--- src/rtl/counter_ctrl_pkg.sv ---
// Shared types and defaults for the counter command sequencer.
package counter_ctrl_pkg;

  localparam int unsigned N_DEF  = 8;
  localparam int unsigned LW_DEF = 4;

  typedef enum logic [1:0] {
    GOTO   = 2'd0,
    BOUNCE = 2'd1,
    HOLD   = 2'd2,
    RSVD   = 2'd3
  } cmd_mode_e;

  typedef enum logic [2:0] {
    ST_IDLE,
    ST_GOTO,
    ST_SEEK_LO,
    ST_B_UP,
    ST_B_DN,
    ST_FIN
  } state_e;

endpackage

--- src/rtl/counter_seq_dir.sv ---
// Enable/direction decode: move the counter toward target, stop on arrival.
module counter_seq_dir #(
  parameter int unsigned N = 8
) (
  input  logic [N-1:0] count,
  input  logic [N-1:0] target,
  output logic         en_c,
  output logic         up_c
);

  // Unsigned compare keeps the direction free of wrap-around.
  always_comb begin
    en_c = (count != target);
    up_c = (target > count);
  end

endmodule

--- src/rtl/counter_seq_ctrl.sv ---
// Command sequencer driving en/up_dn of an up/down counter (GOTO, BOUNCE, HOLD).
module counter_seq_ctrl
  import counter_ctrl_pkg::*;
#(
  parameter int unsigned N  = N_DEF,
  parameter int unsigned LW = LW_DEF
) (
  input  logic          clk,
  input  logic          rst_n,
  input  logic          cmd_valid,
  output logic          cmd_ready,
  input  logic [1:0]    cmd_mode,
  input  logic [N-1:0]  cmd_lo,
  input  logic [N-1:0]  cmd_hi,
  input  logic [LW-1:0] cmd_legs,
  input  logic          abort,
  input  logic [N-1:0]  count,
  output logic          en,
  output logic          up_dn,
  output logic          busy,
  output logic          done,
  output logic          err
);

  state_e        state, state_nx;
  cmd_mode_e     mode_c;
  logic [N-1:0]  lo_q, hi_q, target;
  logic [LW-1:0] legs_q, legs_nx;
  logic          up_q, err_q;
  logic          accept, illegal, dir_en, dir_up;

  assign mode_c  = cmd_mode_e'(cmd_mode);
  assign accept  = cmd_valid && (state == ST_IDLE) && !abort;
  assign illegal = (mode_c == RSVD) || ((mode_c == BOUNCE) && (cmd_lo >= cmd_hi));

  counter_seq_dir #(.N(N)) u_dir (
    .count  (count),
    .target (target),
    .en_c   (dir_en),
    .up_c   (dir_up)
  );

  always_comb begin
    state_nx  = state;
    legs_nx   = legs_q;
    en        = 1'b0;
    target    = (state == ST_B_UP) ? hi_q : lo_q;
    cmd_ready = (state == ST_IDLE);
    busy      = (state != ST_IDLE);
    done      = (state == ST_FIN);
    err       = err_q;
    case (state)
      ST_IDLE: begin
        if (accept && !illegal) begin
          case (mode_c)
            GOTO:    state_nx = (count == cmd_lo) ? ST_FIN : ST_GOTO;
            BOUNCE:  state_nx = ST_SEEK_LO;
            HOLD:    state_nx = ST_FIN;
            default: state_nx = ST_IDLE;
          endcase
        end
      end
      ST_GOTO: begin
        en = dir_en;
        if (!dir_en) state_nx = ST_FIN;
      end
      ST_SEEK_LO: begin
        en = dir_en;
        if (!dir_en) state_nx = (legs_q == '0) ? ST_FIN : ST_B_UP;
      end
      ST_B_UP, ST_B_DN: begin
        en = dir_en;
        // Each endpoint arrival completes one leg.
        if (!dir_en) begin
          legs_nx = legs_q - LW'(1);
          if (legs_q == LW'(1))     state_nx = ST_FIN;
          else if (state == ST_B_UP) state_nx = ST_B_DN;
          else                       state_nx = ST_B_UP;
        end
      end
      ST_FIN:  state_nx = ST_IDLE;
      default: state_nx = ST_IDLE;
    endcase
    if (abort && (state != ST_IDLE)) begin
      en       = 1'b0;
      legs_nx  = legs_q;
      state_nx = ST_IDLE;
    end
    // Direction holds its last driven value whenever the counter is idle.
    up_dn = en ? dir_up : up_q;
  end

  always_ff @(posedge clk or negedge rst_n) begin
    if (!rst_n) begin
      state  <= ST_IDLE;
      lo_q   <= '0;
      hi_q   <= '0;
      legs_q <= '0;
      up_q   <= 1'b1;
      err_q  <= 1'b0;
    end else begin
      state <= state_nx;
      up_q  <= up_dn;
      err_q <= accept && illegal;
      if (accept) begin
        lo_q   <= cmd_lo;
        hi_q   <= cmd_hi;
        legs_q <= cmd_legs;
      end else begin
        legs_q <= legs_nx;
      end
    end
  end

endmodule

--- config.mk ---
export PLATFORM = sky130hd
export DESIGN_NAME = counter_seq_ctrl
export DESIGN_NICKNAME = d
export VERILOG_FILES = /design/src/rtl/counter_ctrl_pkg.sv /design/src/rtl/counter_seq_dir.sv /design/src/rtl/counter_seq_ctrl.sv
export SDC_FILE = /design/constraint.sdc
export NUM_CORES = 1
export LEC_CHECK = 0
export BUFFER_PORTS_ARGS = -buffer_cell sky130_fd_sc_hd__buf_2
export CELL_PAD_IN_SITES_DETAIL_PLACEMENT = 0
export CELL_PAD_IN_SITES_GLOBAL_PLACEMENT = 1
export CORE_MARGIN = 5
export CORE_UTILIZATION = 44
export DETAILED_ROUTE_END_ITERATION = 12
export PLACE_DENSITY_LB_ADDON = 0.1
export SYNTH_ARGS = -nofsm -noshare
export SYNTH_HDL_FRONTEND = slang
export SYNTH_SLANG_ARGS = --single-unit
--- constraint.sdc ---
create_clock -name clk -period 5.1 [get_ports clk]
set_input_delay 0.255 -clock clk [delete_from_list [all_inputs] [get_ports clk]]
set_output_delay 0.255 -clock clk [all_outputs]
set_load 0.02 [all_outputs]
==> qor.yml, run 1 <==
status: "finished, final reports clean"
cp-startpoint: "state[2]$_DFFE_PN0P_"
path_class: "reg2out"
fin_skew_ns: 0.01305
synth_top_area_frac: 0.3306
drc_errors: 0
grt_pass1_wl_um: 7017
tns_ns: 0
grt_usage: 0.1635
die-width_um: 74.26
syn-num-nets: 241
initial_core_util: 0.4542
crit_fanout: 13
cts_buffer_depth: 2
tritoncts: "yes"
grt.overflow.total: 0
die-area_sq_um: 5514
worst_slew_pin_slew_ns: 1.045
cts.sinks: 25
antennaDiodeCount: 0
holdPathStages: 2
power_switching_mw: 0.3792
startpoint_type: "flip-flop"
area_growth_pct: 15.56
final_nets: 280
post_cts_buffers: 0
timing.final.crit_period_ns: 3.341
ant_nets: 0
combPwrFrac: 0.483
cts_made_buffers: 3
rsz0062_at_grt: "false"
h-tree-depth: 1
leakagePower_nw: 1.075
hold_violations: 0
p_sw_frac: 0.3975
yosysSeqAreaShare: 0.3450
cts_root_buf: "clkbuf_8"
drive_gt1_frac: 0.2965
clock_power_share: 0.134
worstReg2RegEnd: "state[1]$_DFFE_PN0P_"
synth-edff-count: 0
dp.cells: 271
core_sq_um: 4000
layoutNonFillerInstCount: 276
fmax_ghz: 0.2993
relSlewSlack: 0.3020
first_pass_iters: 4
ys_ff_latch: 25
worst-endpoint-arrival_ns: 3.09
syn_area_sq_um: 1817
ys_async_sr_fraction: 1.000
required_ns: 4.85
dp_hpwl_um: 3377
drt-wirelength-per-cell_um: 15.26
drv_slew: 0
synthFlopType: "dfrtp_1"
vias: 1487
finalSetupViolations: 0
min_path_type: "in2reg"
r2r_setup_slack_ns: 1.93
syn_avg_cell_area_sq_um: 9.664
drv_cap: 0
grt_pass1_vias: 1628
endpoint: "up_dn"
ir_worst_vdd_mv: 0.1841
period_share: 0.6551
cts_resized: 0
yosys-top-cells-area: "dfrtp_1 33%, ha_1 13%, mux2_2 11%"
antenna_found_initial: 0
port_buffers: 39
wirelength_um: 4212
rr_worst_depth: 8
pin_count: 40
syn-instance-count: 188
synth_cell_types: 42
critPathCaptureType: "output port"
reg2reg_from: "state[2]$_DFFE_PN0P_"
ys_warn_count: 0
drt_iter0_drc: 70
power.density_nw_per_um2: 454.3
internal-power_mw: 0.5747
chipHeight_um: 74.26
clk_pin_slew_ns: 0.10
synth_area_leader_cell: "dfrtp_1"
num_rows: 23
insertion_delay_ns: 0.29
seqPwrFrac: 0.383
grt_max_degree: 32
viasPerCell: 5.388
gp_congestion: 0.8425
[cell usage in the layout (no fill, tap or decap), drive strengths merged, types with 2 or more instances in the layout]
cell,Yosys,final
buf,2,39
dfrtp,24,24
inv,21,21
ha,19,19
mux2,18,18
o21ai,12,12
nand2,12,12
nor2,11,11
a21oi,9,9
xor2,8,8
a21o,5,5
nor2b,3,3
o21a,3,3
nand3,3,3
xnor2,3,3
clkbuf,4,3
nand4,2,2
nor4,2,2
and3b,2,2
nand2b,2,2
nor3,2,2
a41o,2,2
or3b,2,2
[power groups by stage]
stage | combinational, mW | clock (mW) | sequential (mW)
6_report | 0.461 | 0.128 | 0.365
5_1_grt | 0.522 | 0.135 | 0.378
2_1_floorplan | 0.376 | 0 | 0.334
3_5_place_dp | 0.464 | 0 | 0.369
4_1_cts | 0.468 | 0.128 | 0.365
3_3_place_gp | 0.440 | 0 | 0.368
[flip-flops by register name, summed over array words and instances (netlist names)]
register,flops
hi_q,8
up_q,1
state,3
legs_q,4
err,1
lo_q,8
[Yosys cell counts, types with 2 or more instances]
master	number
a21o_1	5
a21oi_1	9
a41o_1	2
and3b_1	2
clkbuf_1	4
dfrtp_1	24
ha_1	19
inv_1	21
mux2_2	18
nand2_1	12
nand2b_1	2
nand3_1	3
nand4_1	2
nor2_1	11
nor2b_1	3
nor3_1	2
nor4_1	2
o21a_1	3
o21ai_0	12
xnor2_1	3
xor2_1	8
[worst max-delay path: stages (launching register included)]
cell and delay [ns]:
dfrtp_1 0.49, nand3b_1 0.50, mux2_2 0.43, ha_1 0.30, nand4_1 0.23, o2111a_1 0.38
a31oi_1 0.26, buf_2 0.23
[worst min-delay path by stage]
| stage | from | to | slack [ns] |
|---|---|---|---|
| final | cmd_legs[1] | legs_q[1]$_DFFE_PN0P_ | 0.19 |
| after CTS | cmd_legs[1] | legs_q[1]$_DFFE_PN0P_ | 0.19 |
| after global routing | cmd_legs[1] | legs_q[1]$_DFFE_PN0P_ | 0.19 |
| after floorplan | rst_n | err$_DFF_PN0_ | -0.04 |
| after global placement | rst_n | hi_q[5]$_DFFE_PN0P_ | 0.28 |
| after detailed placement | rst_n | hi_q[5]$_DFFE_PN0P_ | 0.29 |
[cell type report]
cell class              count  area [sq um]
repair buffers             40         205.2
well taps                  50         62.56
clock inverters             1         7.507
clock buffers               3         41.29
inverters                  21         78.83
multi-input cells         136          1077
flip-flops and latches     25         626.9
fillers                   411          1901
[cells by family after synthesis]
kind of cell,synth area share
AOI/OAI and AO/OA,0.1639
muxes,0.1171
buffers and inverters,0.06198
and+or+nand+nor,0.1281
adders and majority gates,0.1309
xor gates and xnor gates,0.05303
DFF,0.3450
[metal layers]
metal / track usage / share of wire / vias up
met1: 0.2027 / 0.45 / 716
li1: - / - / 732
met2: 0.2923 / 0.50 / 34
met4: 0.05731 / 0.013 / 0
met5: 0 / 0 / -
met3: 0.02027 / 0.044 / 5
[what timing repair did]
item | 4_1_cts | 5_1_grt
hold endpoints to repair | 24 | 0
hold buffers | 1 | 0
setup endpoints to repair | 0 | 0
[through the flow]
step	total power [mW]	util	instance area (sq um)	setup slack, ns	hold WS [ns]
after CTS	0.9603	0.5249	2100	1.724	0.1906
final	0.9538	0.5249	2100	1.759	0.1906
after global routing	1.035	0.5249	2100	1.512	0.1935
after global placement	0.8074	0.5102	2041	2.074	0.2810
after detailed placement	0.8328	0.5102	2041	1.926	0.2908
after floorplan	0.7105	-	1817	2.190	-0.04059
No activity file was read; power rests on OpenSTA's default activity.
==> run 2: changes to the inputs <==
CORE_UTILIZATION = 37   (was 44)
clock period = 2.7 ns   (was 5.1 ns; I/O delays follow)
==> run 2 against run 1 <==
Clock skew is 0.0074 ns lower. Wire length is 4.2% higher. Worst setup slack worse by 1.7 ns. Total power is 100% higher. Largest power group unchanged.
==> qor.yml, run 2 (synthesis gave the netlist of run 1 again) <==
area_growth_pct: 25.69
tritoncts: "yes"
fin_skew_ns: 0.005632  # -0.007420 ns
dp_hpwl_um: 3376  # about the same
cts_root_buf: "clkbuf_8"
required_ns: 2.86  # -1.99 ns
antennaDiodeCount: 0  # unchanged
final_nets: 292  # +4.3%
grt_pass1_vias: 1491  # -8.4%
cts.sinks: 25  # unchanged
wirelength_um: 4388  # +4.2%
ir_worst_vdd_mv: 0.3479  # +89%
rsz0062_at_grt: "true"
drt_iter0_drc: 108  # +54%
startpoint_type: "flip-flop"
holdPathStages: 2  # unchanged
leakagePower_nw: 1.136  # +5.6%
min-delay-start: "cmd_legs[1]"
tns_ns: 0  # unchanged
cts_buffer_depth: 2  # unchanged
grt_usage: 0.1425  # -0.02101
worst-endpoint-arrival_ns: 2.75  # -0.34 ns
insertion_delay_ns: 0.27  # -0.02 ns
gp_congestion: 0.8216  # -2.5%
num_rows: 25  # +8.7%
status: "finished, final reports clean"
die-width_um: 80.07  # +7.8%
viasPerCell: 4.833  # -10%
hold_violations: 0  # unchanged
antenna_found_initial: 0  # unchanged
ant_nets: 0  # unchanged
worst_slew_pin_slew_ns: 0.5990  # -0.4455 ns
first_pass_iters: 4  # unchanged
critPathCaptureType: "flip-flop"
relSlewSlack: 0.6007  # +0.2987
reg2reg_from: "state[1]$_DFFE_PN0P_"
r2r_setup_slack_ns: 0.11  # -1.82 ns
drv_cap: 0  # unchanged
grt_pass1_wl_um: 7072  # +0.78%
timing.final.crit_period_ns: 2.591
hold_end: "legs_q[1]$_DFFE_PN0P_"
worstReg2RegEnd: "state[1]$_DFFE_PN0P_"
drive_gt1_frac: 0.3571  # +0.06068
crit_fanout: 9  # -4
vias: 1474  # -0.87%
core_sq_um: 4755  # +19%
fmax_ghz: 0.3860
path_class: "reg2reg"
die-area_sq_um: 6411  # +16%
mostFrequentLayoutCells: "38 x buf_2, 24 x dfrtp_1, 21 x inv_1, 18 x mux2_2, 14 x ha_1"
chipHeight_um: 80.07  # +7.8%
period_share: 0.9596
drt-wirelength-per-cell_um: 14.39  # -5.7%
grt_max_degree: 32  # unchanged
drc_errors: 0  # unchanged
rr_worst_depth: 9  # +1
holdWs_ns: 0.09652  # -0.09404 ns
cts_made_buffers: 3  # unchanged
initial_core_util: 0.3821  # -0.07207
min_path_type: "in2reg"
final_common_cell: "buf_2"
fill_cells: 471  # +15%
reg.largest.list: "hi_q (8), lo_q (8), legs_q (4)"
drv_slew: 0  # unchanged
power.density_nw_per_um2: 846.5  # +86%
h-tree-depth: 1  # unchanged
finalSetupViolations: 0  # unchanged
port_buffers: 39  # unchanged
pin_count: 40  # unchanged
grt.overflow.total: 0  # unchanged
clk_pin_slew_ns: 0.09  # about the same
run 2: cell count changes in the layout (fill, tap and decap cells not counted):
cell and delta:
buf_4 +12, ha_1 -5, ha_4 +5, a31oi_1 -1, a31oi_2 +1, buf_2 -1, buf_6 +1, clkbuf_1 +1
clkinvlp_4 -1, o2111a_1 -1, o2111a_2 +1
run 2: cell type report:
cell class,count,area (sq um),area share
timing repair buffer,52,301.5,0.1321
sequential,25,626.9,0.2745
tap,67,83.83,0.03671
inverter,21,78.83,0.03452
multi-input combinational,136,1147,0.5025
clock buffer,4,45.04,0.01973
run 2: report_power, final:
| part | internal, mW | total [mW] | switching [mW] | leakage [nW] |
|---|---|---|---|---|
| logic | 0.539 | 1.06 | 0.525 | 0.810 |
| clock network | 0.105 | 0.221 | 0.115 | 0.0228 |
| registers | 0.552 | 0.649 | 0.0966 | 0.303 |
| total | 1.20 | 1.93 | 0.736 | 1.14 |
run 2: how the worst max path moves through the flow:
| stage | to | start | cells after the start | slack [ns] |
|---|---|---|---|---|
| 5_1_grt | state[1]$_DFFE_PN0P_ | state[1]$_DFFE_PN0P_ | 9 | -0.06 |
| 4_1_cts | up_dn | state[1]$_DFFE_PN0P_ | 10 | 0.01 |
| 6_report | state[1]$_DFFE_PN0P_ | state[1]$_DFFE_PN0P_ | 9 | 0.11 |
| 3_5_place_dp | state[0]$_DFFE_PN0P_ | state[1]$_DFFE_PN0P_ | 9 | 0.06 |
| 3_3_place_gp | legs_q[1]$_DFFE_PN0P_ | state[1]$_DFFE_PN0P_ | 9 | 0.14 |
| 2_1_floorplan | state[0]$_DFFE_PN0P_ | state[1]$_DFFE_PN0P_ | 9 | -0.13 |
run 2: worst max-delay path: stages (launching register included):
cell and delay [ns]:
dfrtp_1 0.39, nand3b_1 0.10, buf_6 0.15, mux2_2 0.38, ha_4 0.28, nand4_1 0.14
o2111a_2 0.33, and3b_1 0.22, a21o_1 0.15, mux2_2 0.34
run 2: timing repair:
item | CTS | global route
hold buffers | 1 | 0
setup endpoints to repair | 1 | 6
pin swaps | 1 | 6
hold endpoints to repair | 24 | 0
gates resized for setup | 1 | 7
buffers inserted | 0 | 5
run 2: through the flow:
stage	setup slack, ns	cell area (sq um)	power (mW)	utilization	std cells
after global routing	-0.05912	2283	2.115	0.4803	305
after global placement	0.1395	2116	1.582	0.4450	295
final	0.1090	2283	1.933	0.4803	305
after floorplan	-0.1343	1818	1.344	-	188
after CTS	0.01294	2177	1.856	0.4579	300
after detailed placement	0.06408	2116	1.613	0.4450	295
run 2: routing by layer:
| metal | wire, um | vias to the layer above | track usage |
|---|---|---|---|
| li1 | - | 756 | - |
| met1 | 2099 | 682 | 0.1892 |
| met2 | 2047 | 34 | 0.2343 |
| met3 | 221 | 2 | 0.04148 |
| met4 | 19 | 0 | 0.02027 |
| met5 | 0 | - | 0 |
